**src/rtl/mem_port_arbiter.sv**
```systemverilog
// Shares one single-ported memory between fetch (IF) and memory-stage (DM) requesters.
// Build option ARB_FAIR_EN: IDLE contention goes to the port not served last; default is DM over IF.
module mem_port_arbiter #(
    parameter int unsigned ADDR_W  = 32,
    parameter int unsigned DATA_W  = 32,
    parameter int unsigned MEM_LAT = 2
) (
    input  logic              clk,
    input  logic              rst,
    input  logic              if_req,
    input  logic [ADDR_W-1:0] if_addr,
    output logic [DATA_W-1:0] if_rdata,
    output logic              if_ack,
    input  logic              dm_req,
    input  logic              dm_we,
    input  logic [ADDR_W-1:0] dm_addr,
    input  logic [DATA_W-1:0] dm_wdata,
    output logic [DATA_W-1:0] dm_rdata,
    output logic              dm_ack,
    output logic              stall_f,
    output logic              stall_m,
    output logic              mem_en,
    output logic              mem_we,
    output logic [ADDR_W-1:0] mem_addr,
    output logic [DATA_W-1:0] mem_wdata,
    input  logic [DATA_W-1:0] mem_rdata
);

    typedef enum logic [1:0] {ST_IDLE, ST_BUSY, ST_DONE} state_t;
    typedef enum logic {OWN_IF = 1'b0, OWN_DM = 1'b1} owner_t;

    localparam logic [3:0] CNT_INIT = 4'(MEM_LAT - 1);

    state_t            state_q, state_d;
    owner_t            owner_q, owner_d;
    owner_t            last_grant_q, last_grant_d;
    logic [3:0]        cnt_q, cnt_d;
    logic              mem_en_q, mem_en_d;
    logic              mem_we_q, mem_we_d;
    logic [ADDR_W-1:0] mem_addr_q, mem_addr_d;
    logic [DATA_W-1:0] mem_wdata_q, mem_wdata_d;
    logic [DATA_W-1:0] if_rdata_q, if_rdata_d;
    logic [DATA_W-1:0] dm_rdata_q, dm_rdata_d;
    logic              if_ack_q, if_ack_d;
    logic              dm_ack_q, dm_ack_d;

    logic              grant_vld;
    logic              grant_dm;
    logic              idle_pick_dm;
    logic              done_edge;

`ifdef ARB_FAIR_EN
    assign idle_pick_dm = dm_req & (~if_req | (last_grant_q == OWN_IF));
`else
    assign idle_pick_dm = dm_req;
`endif

    assign done_edge = (state_q == ST_BUSY) && (cnt_q == '0);

    always_ff @(posedge clk or negedge rst) begin
        if (!rst) begin
            state_q <= ST_IDLE;
        end else begin
            state_q <= state_d;
        end
    end

    // Next state plus grant decision; DONE only considers the port that was not just served.
    always_comb begin
        state_d   = state_q;
        grant_vld = 1'b0;
        grant_dm  = 1'b0;
        case (state_q)
            ST_IDLE: begin
                if (if_req || dm_req) begin
                    grant_vld = 1'b1;
                    grant_dm  = idle_pick_dm;
                    state_d   = ST_BUSY;
                end
            end
            ST_BUSY: begin
                if (cnt_q == '0) begin
                    state_d = ST_DONE;
                end
            end
            ST_DONE: begin
                if (owner_q == OWN_IF && dm_req) begin
                    grant_vld = 1'b1;
                    grant_dm  = 1'b1;
                end else if (owner_q == OWN_DM && if_req) begin
                    grant_vld = 1'b1;
                    grant_dm  = 1'b0;
                end
                state_d = grant_vld ? ST_BUSY : ST_IDLE;
            end
            default: state_d = ST_IDLE;
        endcase
    end

    always_comb begin
        mem_en_d     = grant_vld;
        mem_we_d     = grant_vld & grant_dm & dm_we;
        mem_addr_d   = mem_addr_q;
        mem_wdata_d  = mem_wdata_q;
        owner_d      = owner_q;
        cnt_d        = cnt_q;
        last_grant_d = last_grant_q;
        if (grant_vld) begin
            mem_addr_d = grant_dm ? dm_addr : if_addr;
            owner_d    = owner_t'(grant_dm);
            cnt_d      = CNT_INIT;
            if (grant_dm) begin
                mem_wdata_d = dm_wdata;
            end
        end else if (state_q == ST_BUSY && cnt_q != '0) begin
            cnt_d = cnt_q - 4'd1;
        end
        if (done_edge) begin
            last_grant_d = owner_q;
        end
        if_ack_d   = done_edge && (owner_q == OWN_IF);
        dm_ack_d   = done_edge && (owner_q == OWN_DM);
        if_rdata_d = if_ack_d ? mem_rdata : if_rdata_q;
        // dm_we is still held by the requester at completion, so it tells load from store.
        dm_rdata_d = (dm_ack_d && !dm_we) ? mem_rdata : dm_rdata_q;
    end

    always_ff @(posedge clk or negedge rst) begin
        if (!rst) begin
            owner_q      <= OWN_IF;
            last_grant_q <= OWN_IF;
            cnt_q        <= '0;
            mem_en_q     <= 1'b0;
            mem_we_q     <= 1'b0;
            mem_addr_q   <= '0;
            mem_wdata_q  <= '0;
            if_rdata_q   <= '0;
            dm_rdata_q   <= '0;
            if_ack_q     <= 1'b0;
            dm_ack_q     <= 1'b0;
        end else begin
            owner_q      <= owner_d;
            last_grant_q <= last_grant_d;
            cnt_q        <= cnt_d;
            mem_en_q     <= mem_en_d;
            mem_we_q     <= mem_we_d;
            mem_addr_q   <= mem_addr_d;
            mem_wdata_q  <= mem_wdata_d;
            if_rdata_q   <= if_rdata_d;
            dm_rdata_q   <= dm_rdata_d;
            if_ack_q     <= if_ack_d;
            dm_ack_q     <= dm_ack_d;
        end
    end

    assign mem_en    = mem_en_q;
    assign mem_we    = mem_we_q;
    assign mem_addr  = mem_addr_q;
    assign mem_wdata = mem_wdata_q;
    assign if_rdata  = if_rdata_q;
    assign dm_rdata  = dm_rdata_q;
    assign if_ack    = if_ack_q;
    assign dm_ack    = dm_ack_q;
    assign stall_f   = if_req & ~if_ack_q;
    assign stall_m   = dm_req & ~dm_ack_q;

endmodule
```
**config.mk**
```make
export PLATFORM = sky130hd
export DESIGN_NAME = mem_port_arbiter
export DESIGN_NICKNAME = d
export VERILOG_FILES = /design/src/rtl/mem_port_arbiter.sv
export SDC_FILE = /design/constraint.sdc
export NUM_CORES = 1
export LEC_CHECK = 0
export ABC_AREA = 1
export BUFFER_PORTS_ARGS = -buffer_cell sky130_fd_sc_hd__clkbuf_2
export CAP_MARGIN = 30
export CORE_MARGIN = 3
export CORE_UTILIZATION = 30
export DETAILED_ROUTE_END_ITERATION = 6
export HOLD_SLACK_MARGIN = 0.15
export SLEW_MARGIN = 15
export SYNTH_ARGS = -nofsm -noshare
export SYNTH_HDL_FRONTEND = slang
export SYNTH_SLANG_ARGS = --single-unit
export TNS_END_PERCENT = 30
```
**constraint.sdc**
```tcl
create_clock -name clk -period 1.8 [get_ports clk]
set_input_delay 0.09 -clock clk [delete_from_list [all_inputs] [get_ports clk]]
set_output_delay 0.09 -clock clk [all_outputs]
set_load 0.005 [all_outputs]
```
# ---- Word-level counts from Yosys, hierarchy flattened
# Index checks and enable logic that the tools add are counted.
dict set report word_totals {
  ff_bits 139
  inputBits 133
  output_inout_bits 134
  word_cells 53
}
dict set report classes {
  n_addsub 1
  n_eq_ne 4
  n_mux 15
  n_bitwise 7
  n_reduce_logical 15
}
# op n
set op_table {}
lappend op_table {{two-way mux 32 bit} 1}
lappend op_table {{two-way mux 4 bit} 2}
lappend op_table {{logical AND 1 bit} 7}
lappend op_table {{two-way mux 1 bit} 7}
lappend op_table {{one-hot mux 2 bit (3 select lines)} 1}
lappend op_table {{bitwise AND 1 bit} 4}
lappend op_table {{logical NOT 4 bit} 1}
lappend op_table {{two-way mux 2 bit} 2}
lappend op_table {{one-hot mux 1 bit (2 select lines)} 2}
lappend op_table {{AND reduction 2 bit} 2}
lappend op_table {{nonzero test 4 bit} 1}
lappend op_table {{subtractor 4 x 1 -> 4 bit (second input constant)} 1}
lappend op_table {{NOT 1 bit} 3}
lappend op_table {{equality test 2 x 1 -> 1 bit (second input constant)} 1}
lappend op_table {{equality test 2 bit (second input constant)} 1}
lappend op_table {{logical NOT 2 bit} 1}
lappend op_table {{!= test 2 x 1 -> 1 bit (second input constant)} 1}
lappend op_table {{!= test 2 bit (second input constant)} 1}
lappend op_table {{nonzero test 2 bit} 1}
lappend op_table {{logical NOT 1 bit} 1}
lappend op_table {{logical OR 1 bit} 1}

# ---- Longest topological paths before layout
dict set report depth {
  ltp_word 7
  depth_mapped 9
}

# ---- Worst setup path after synthesis
# OpenSTA, ideal clock, no wires.
dict set report synth_path {
  kind {register -> register}
  start {register cnt_q[0]}
  end {register dm_rdata_q[10], in the netlist dm_rdata[10]}
  arrival_ps 1258
  setup_slack_ps 424
  path_stages_with_launch 9
  path_buffers 1
  period_less_slack_ps 1376
  cell_sequence {dfrtp_1 > inv_1 > ha_1 > nand2_2 > nor2_4 > nand3_1 > buf_2 > nand2_1 > nand2_1}
}
dict set report synth_via {
  elab_chain_cells 4
}
# item line
set synth_rtl {}
lappend synth_rtl {{start: declaration} 37} ;# logic [3:0] cnt_q, cnt_d;
lappend synth_rtl {{start signal: assignment} 144} ;# cnt_q <= cnt_d;
lappend synth_rtl {{logical NOT 4 bit} 58} ;# assign done_edge = (state_q == ST_BUSY) && (cnt_q == '0);
lappend synth_rtl {{logical AND 1 bit} 58}
lappend synth_rtl {{logical AND 1 bit} 122} ;# dm_ack_d = done_edge && (owner_q == OWN_DM);
lappend synth_rtl {{logical AND 1 bit} 125} ;# dm_rdata_d = (dm_ack_d && !dm_we) ? mem_rdata : dm_rdata_q;
lappend synth_rtl {{end signal: assignment} 150} ;# dm_rdata_q <= dm_rdata_d;
lappend synth_rtl {{end: declaration} 43} ;# logic [DATA_W-1:0] dm_rdata_q, dm_rdata_d;
# Every way passes these cells.
# A chain may end at the register's enable or synchronous reset.

# ---- Final worst setup path
dict set report layout_path {
  start {register cnt_q[0]}
  end {register if_rdata_q[8], in the netlist if_rdata[8]}
}
dict set report layout_via {
  elab_chain_cells 3
}
# item line
set layout_rtl {}
lappend layout_rtl {{logical NOT 4 bit} 58}
lappend layout_rtl {{logical AND 1 bit} 58}
lappend layout_rtl {{logical AND 1 bit} 121} ;# if_ack_d = done_edge && (owner_q == OWN_IF);
lappend layout_rtl {{end signal: assignment} 149} ;# if_rdata_q <= if_rdata_d;
lappend layout_rtl {{end: declaration} 42} ;# logic [DATA_W-1:0] if_rdata_q, if_rdata_d;
# Every way passes these cells.

==> results.py <==
metrics = {
    "final_layout": {
        "finish.cell_count_without_fillers": 1372,
        "number_of_nets_in_the_final_layout": 1234,
        "layout.cell_area.non_filler_um2": 9414,
        "syn2layout_area_growth_pct": 60.80,
        "fraction_of_layout_cells_with_a_size_suffix_above_1": 0.2914,
        "num_antenna_cells": 0,
        "post-route-util": 0.4966,
    },
    "detailed_routing": {
        "postRouteWirelength_mm": 18.83,
        "routedWlPerCell_um": 13.73,
        "drt-pass1-iter-count": 4,
        "initialDrtViolationCount": 249,
        "antenna_violating_nets_left": 0,
        "vias": 5993,
        "detail_route.vias_per_cell": 4.368,
        "drc_markers": 0,
    },
    "clock_network": {
        "cts.reportedPaths.clkPinSlew_ns": 0.06,
        "ctsLongestPathBuffers": 2,
        "clk_latency_ns": 0.41,
        "tritoncts": "yes",
        "clk_root_buffer_cell": "sky130_fd_sc_hd__clkbuf_16",
        "cts_setup_buffers": 0,
        "sinks_on_clock_net": 139,
        "cts_max_level": 4,
        "numCtsBuffers": 17,
    },
    "synth": {
        "synthesis.instances": 707,
        "synth.largest_area_cell": "sky130_fd_sc_hd__dfrtp_1",
        "yosys.area_share.simple": 0.3120,
        "post_synth_fa_ha_maj_area_fraction": 0.004274,
        "synthesized_area_fraction_occupied_by_ao_oa_aoi_and_oai_cells": 0.02907,
        "netlist_top_cells_area": "sky130_fd_sc_hd__dfrtp_1 (59%), sky130_fd_sc_hd__nand2_1 (21%), sky130_fd_sc_hd__nand3_1 (6.0%)",
        "dominantRegCellSynth": "sky130_fd_sc_hd__dfrtp_1",
        "main_combinational_cell_family_by_area_after_synthesis": "simple AND/OR/NAND/NOR gates",
        "mappedNetlistArea_um2": 5854,
        "yosysUniqueCellTypes": 22,
        "top_cells_by_count_synth": "sky130_fd_sc_hd__nand2_1 (328), sky130_fd_sc_hd__dfrtp_1 (139), sky130_fd_sc_hd__nand3_1 (70), sky130_fd_sc_hd__inv_1 (40), sky130_fd_sc_hd__nor2_1 (40)",
        "post-synth-top-count-cell": "sky130_fd_sc_hd__nand2_1",
        "ys_async_sr_fraction": 1.000,
        "syn_avg_cell_area_um2": 8.281,
        "yosys.area.top_type_share": 0.5941,
        "ys.warnings.count": 0,
        "synth_seq_cells": 139,
        "ys_seq_area_frac": 0.5941,
        "number_of_synthesized_flops_with_an_enable_pin": 0,
        "synth_nets": 842,
        "yosys.area_share.xor_xnor": 0.001496,
        "synth.mux.area_fraction": 0,
    },
    "sta": {
        "post-route-min-period_ns": 1.544,
        "period_share": 0.8576,
        "hold_viol": 0,
        "setup_viol_count_final": 0,
        "fin_worst_skew_ns": 0.01140,
        "maxSlewViolCount": 0,
        "fmaxAchievable_mhz": 647.8,
        "tightestPinTransition_ns": 0.5863,
        "headroom_to_the_max_slew_limit": 0.6092,
        "setup-tns-final_ns": 0,
        "grt_setup_unrepaired": "false",
        "hold_ws_ns": 0.2421,
    },
    "job": {
        "drv_cap": 0,
    },
    "floorplanning": {
        "starting_utilization_of_the_core_area": 0.3088,
        "boundaryPins": 267,
        "floorplan.die.width_um": 145.7,
        "die_height_um": 145.7,
        "placement_rows": 50,
        "floorplan_core_area_um2": 18960,
        "die_area_um2": 21230,
    },
    "setup_path": {
        "worst_setup_sp_type": "flop",
        "arrival_ns": 1.89,
        "cp_max_fo": 32,
        "critical_path.endpoint_type": "flop",
        "critical_path.cell_chain": "inv_1, ha_1, nand2_2, nor2_4, nand2_2, buf_4, nand2_1, nand2_1",
        "critical_path_required_ns": 2.15,
        "worst-setup-path-type": "flop to flop",
        "slowest_delay_ns": 0.38,
        "crit_slowest_cell": "sky130_fd_sc_hd__dfrtp_1",
        "timing.critical_path.buf_inv": 2,
        "critical_path.top_delay_family": "simple AND/OR/NAND/NOR gates",
    },
    "placement": {
        "gp_congestion": 0.7794,
        "placed_cells_incl_taps": 1211,
        "hpwl_mm": 12.06,
        "place.port_buffers": 266,
        "dpl_cell_area_um2": 7546,
    },
    "power": {
        "vdd.ir_drop.worst_mv": 0.6531,
        "power.density_nw_per_um2": 1518,
        "power.leakage_nw": 5.260,
    },
    "global_route": {
        "global_route.usage.total": 0.1785,
        "first_global_vias": 6239,
        "first_pass_grt_wire_length_mm": 31.30,
        "maximum_number_of_pins_on_one_net_before_global_route_repair": 99,
        "grt_overflow": 0,
        "number_of_antenna_violations_at_the_first_check_in_global_routing": 0,
    },
    "status": {
        "run_status": "finished clean",
    },
    "min_path": {
        "min_path_type": "primary input to async pin",
    },
}
==> area by class of cell <==
class | instances | area (um2)
inverter | 45 | 168.9
clock inverter | 13 | 143.9
tap | 260 | 325.3
multi-input combinational | 486 | 2036
timing repair buffer | 410 | 2829
fill | 1754 | 9542
clock buffer | 19 | 432.9
sequential | 139 | 3478
==> repair_timing <==
item	4_1_cts	5_1_grt
gates resized for setup	0	0
hold buffers	129	0
hold endpoints to repair	267	0
setup endpoints to repair	0	0
==> state kept, by name, summed over array words and instances (netlist names) <==
register	count
cnt_q	4
dm_ack	1
dm_rdata	32
if_ack	1
if_rdata	32
mem_addr	32
mem_en	1
mem_wdata	32
mem_we	1
owner_q	1
state_q	2
==> path summary, 6_finish.rpt <==
check	start	end	slack, ns	cells after the start
worst min-delay path	rst	mem_addr[19]	0.24	2
worst min register to register	mem_wdata[14]	mem_wdata[14]	0.47	2
worst max-delay path	cnt_q[0]	if_rdata[8]	0.26	8
max in group asynchronous	rst	mem_wdata[8]	0.98	3
min in group clk	dm_we	mem_we	0.29	4
worst max register to register	cnt_q[0]	if_rdata[8]	0.26	8
==> cell families after synthesis <==
| kind of cell | count (synthesis) |
|---|---|
| xor gates and xnor gates | 1 |
| and+or+nand+nor | 449 |
| DFF | 139 |
| adders and majority gates | 2 |
| buffers and inverters | 82 |
| AOI/OAI and AO/OA | 34 |
==> metrics by stage <==
step	total power, mW	setup WS (ns)
final	14.29	0.2564
after global placement	10.59	0.3123
after detailed placement	10.69	0.2671
after CTS	14.43	0.2504
after floorplan	8.095	0.4238
after global routing	15.40	0.1385
==> power breakdown <==
part / total, mW / internal, mW / leakage [nW] / switching (mW)
logic: 5.31 / 2.34 / 3.26 / 2.98
clock network: 3.44 / 2.05 / 0.282 / 1.39
registers: 5.54 / 4.65 / 1.72 / 0.884
==> routing by layer <==
layer	vias to the layer above	GRT usage	wire [um]
met5	-	0	0
met4	0	0.06790	510
met3	38	0.05575	1234
met2	232	0.3031	9191
met1	2754	0.2125	7895
li1	2969	-	-
==> cells in the final DEF, fill, tap and decap left out, types with 7 or more instances in the layout <==
cell and n:
sky130_fd_sc_hd__buf_12 7, sky130_fd_sc_hd__buf_4 8, sky130_fd_sc_hd__clkbuf_16 17, sky130_fd_sc_hd__clkbuf_2 265, sky130_fd_sc_hd__dfrtp_1 139, sky130_fd_sc_hd__dlygate4sd3_1 129, sky130_fd_sc_hd__inv_1 40, sky130_fd_sc_hd__nand2_1 328
sky130_fd_sc_hd__nand3_1 70, sky130_fd_sc_hd__nor2_1 40, sky130_fd_sc_hd__o21ai_1 28
No activity file was read; power rests on OpenSTA's default activity.
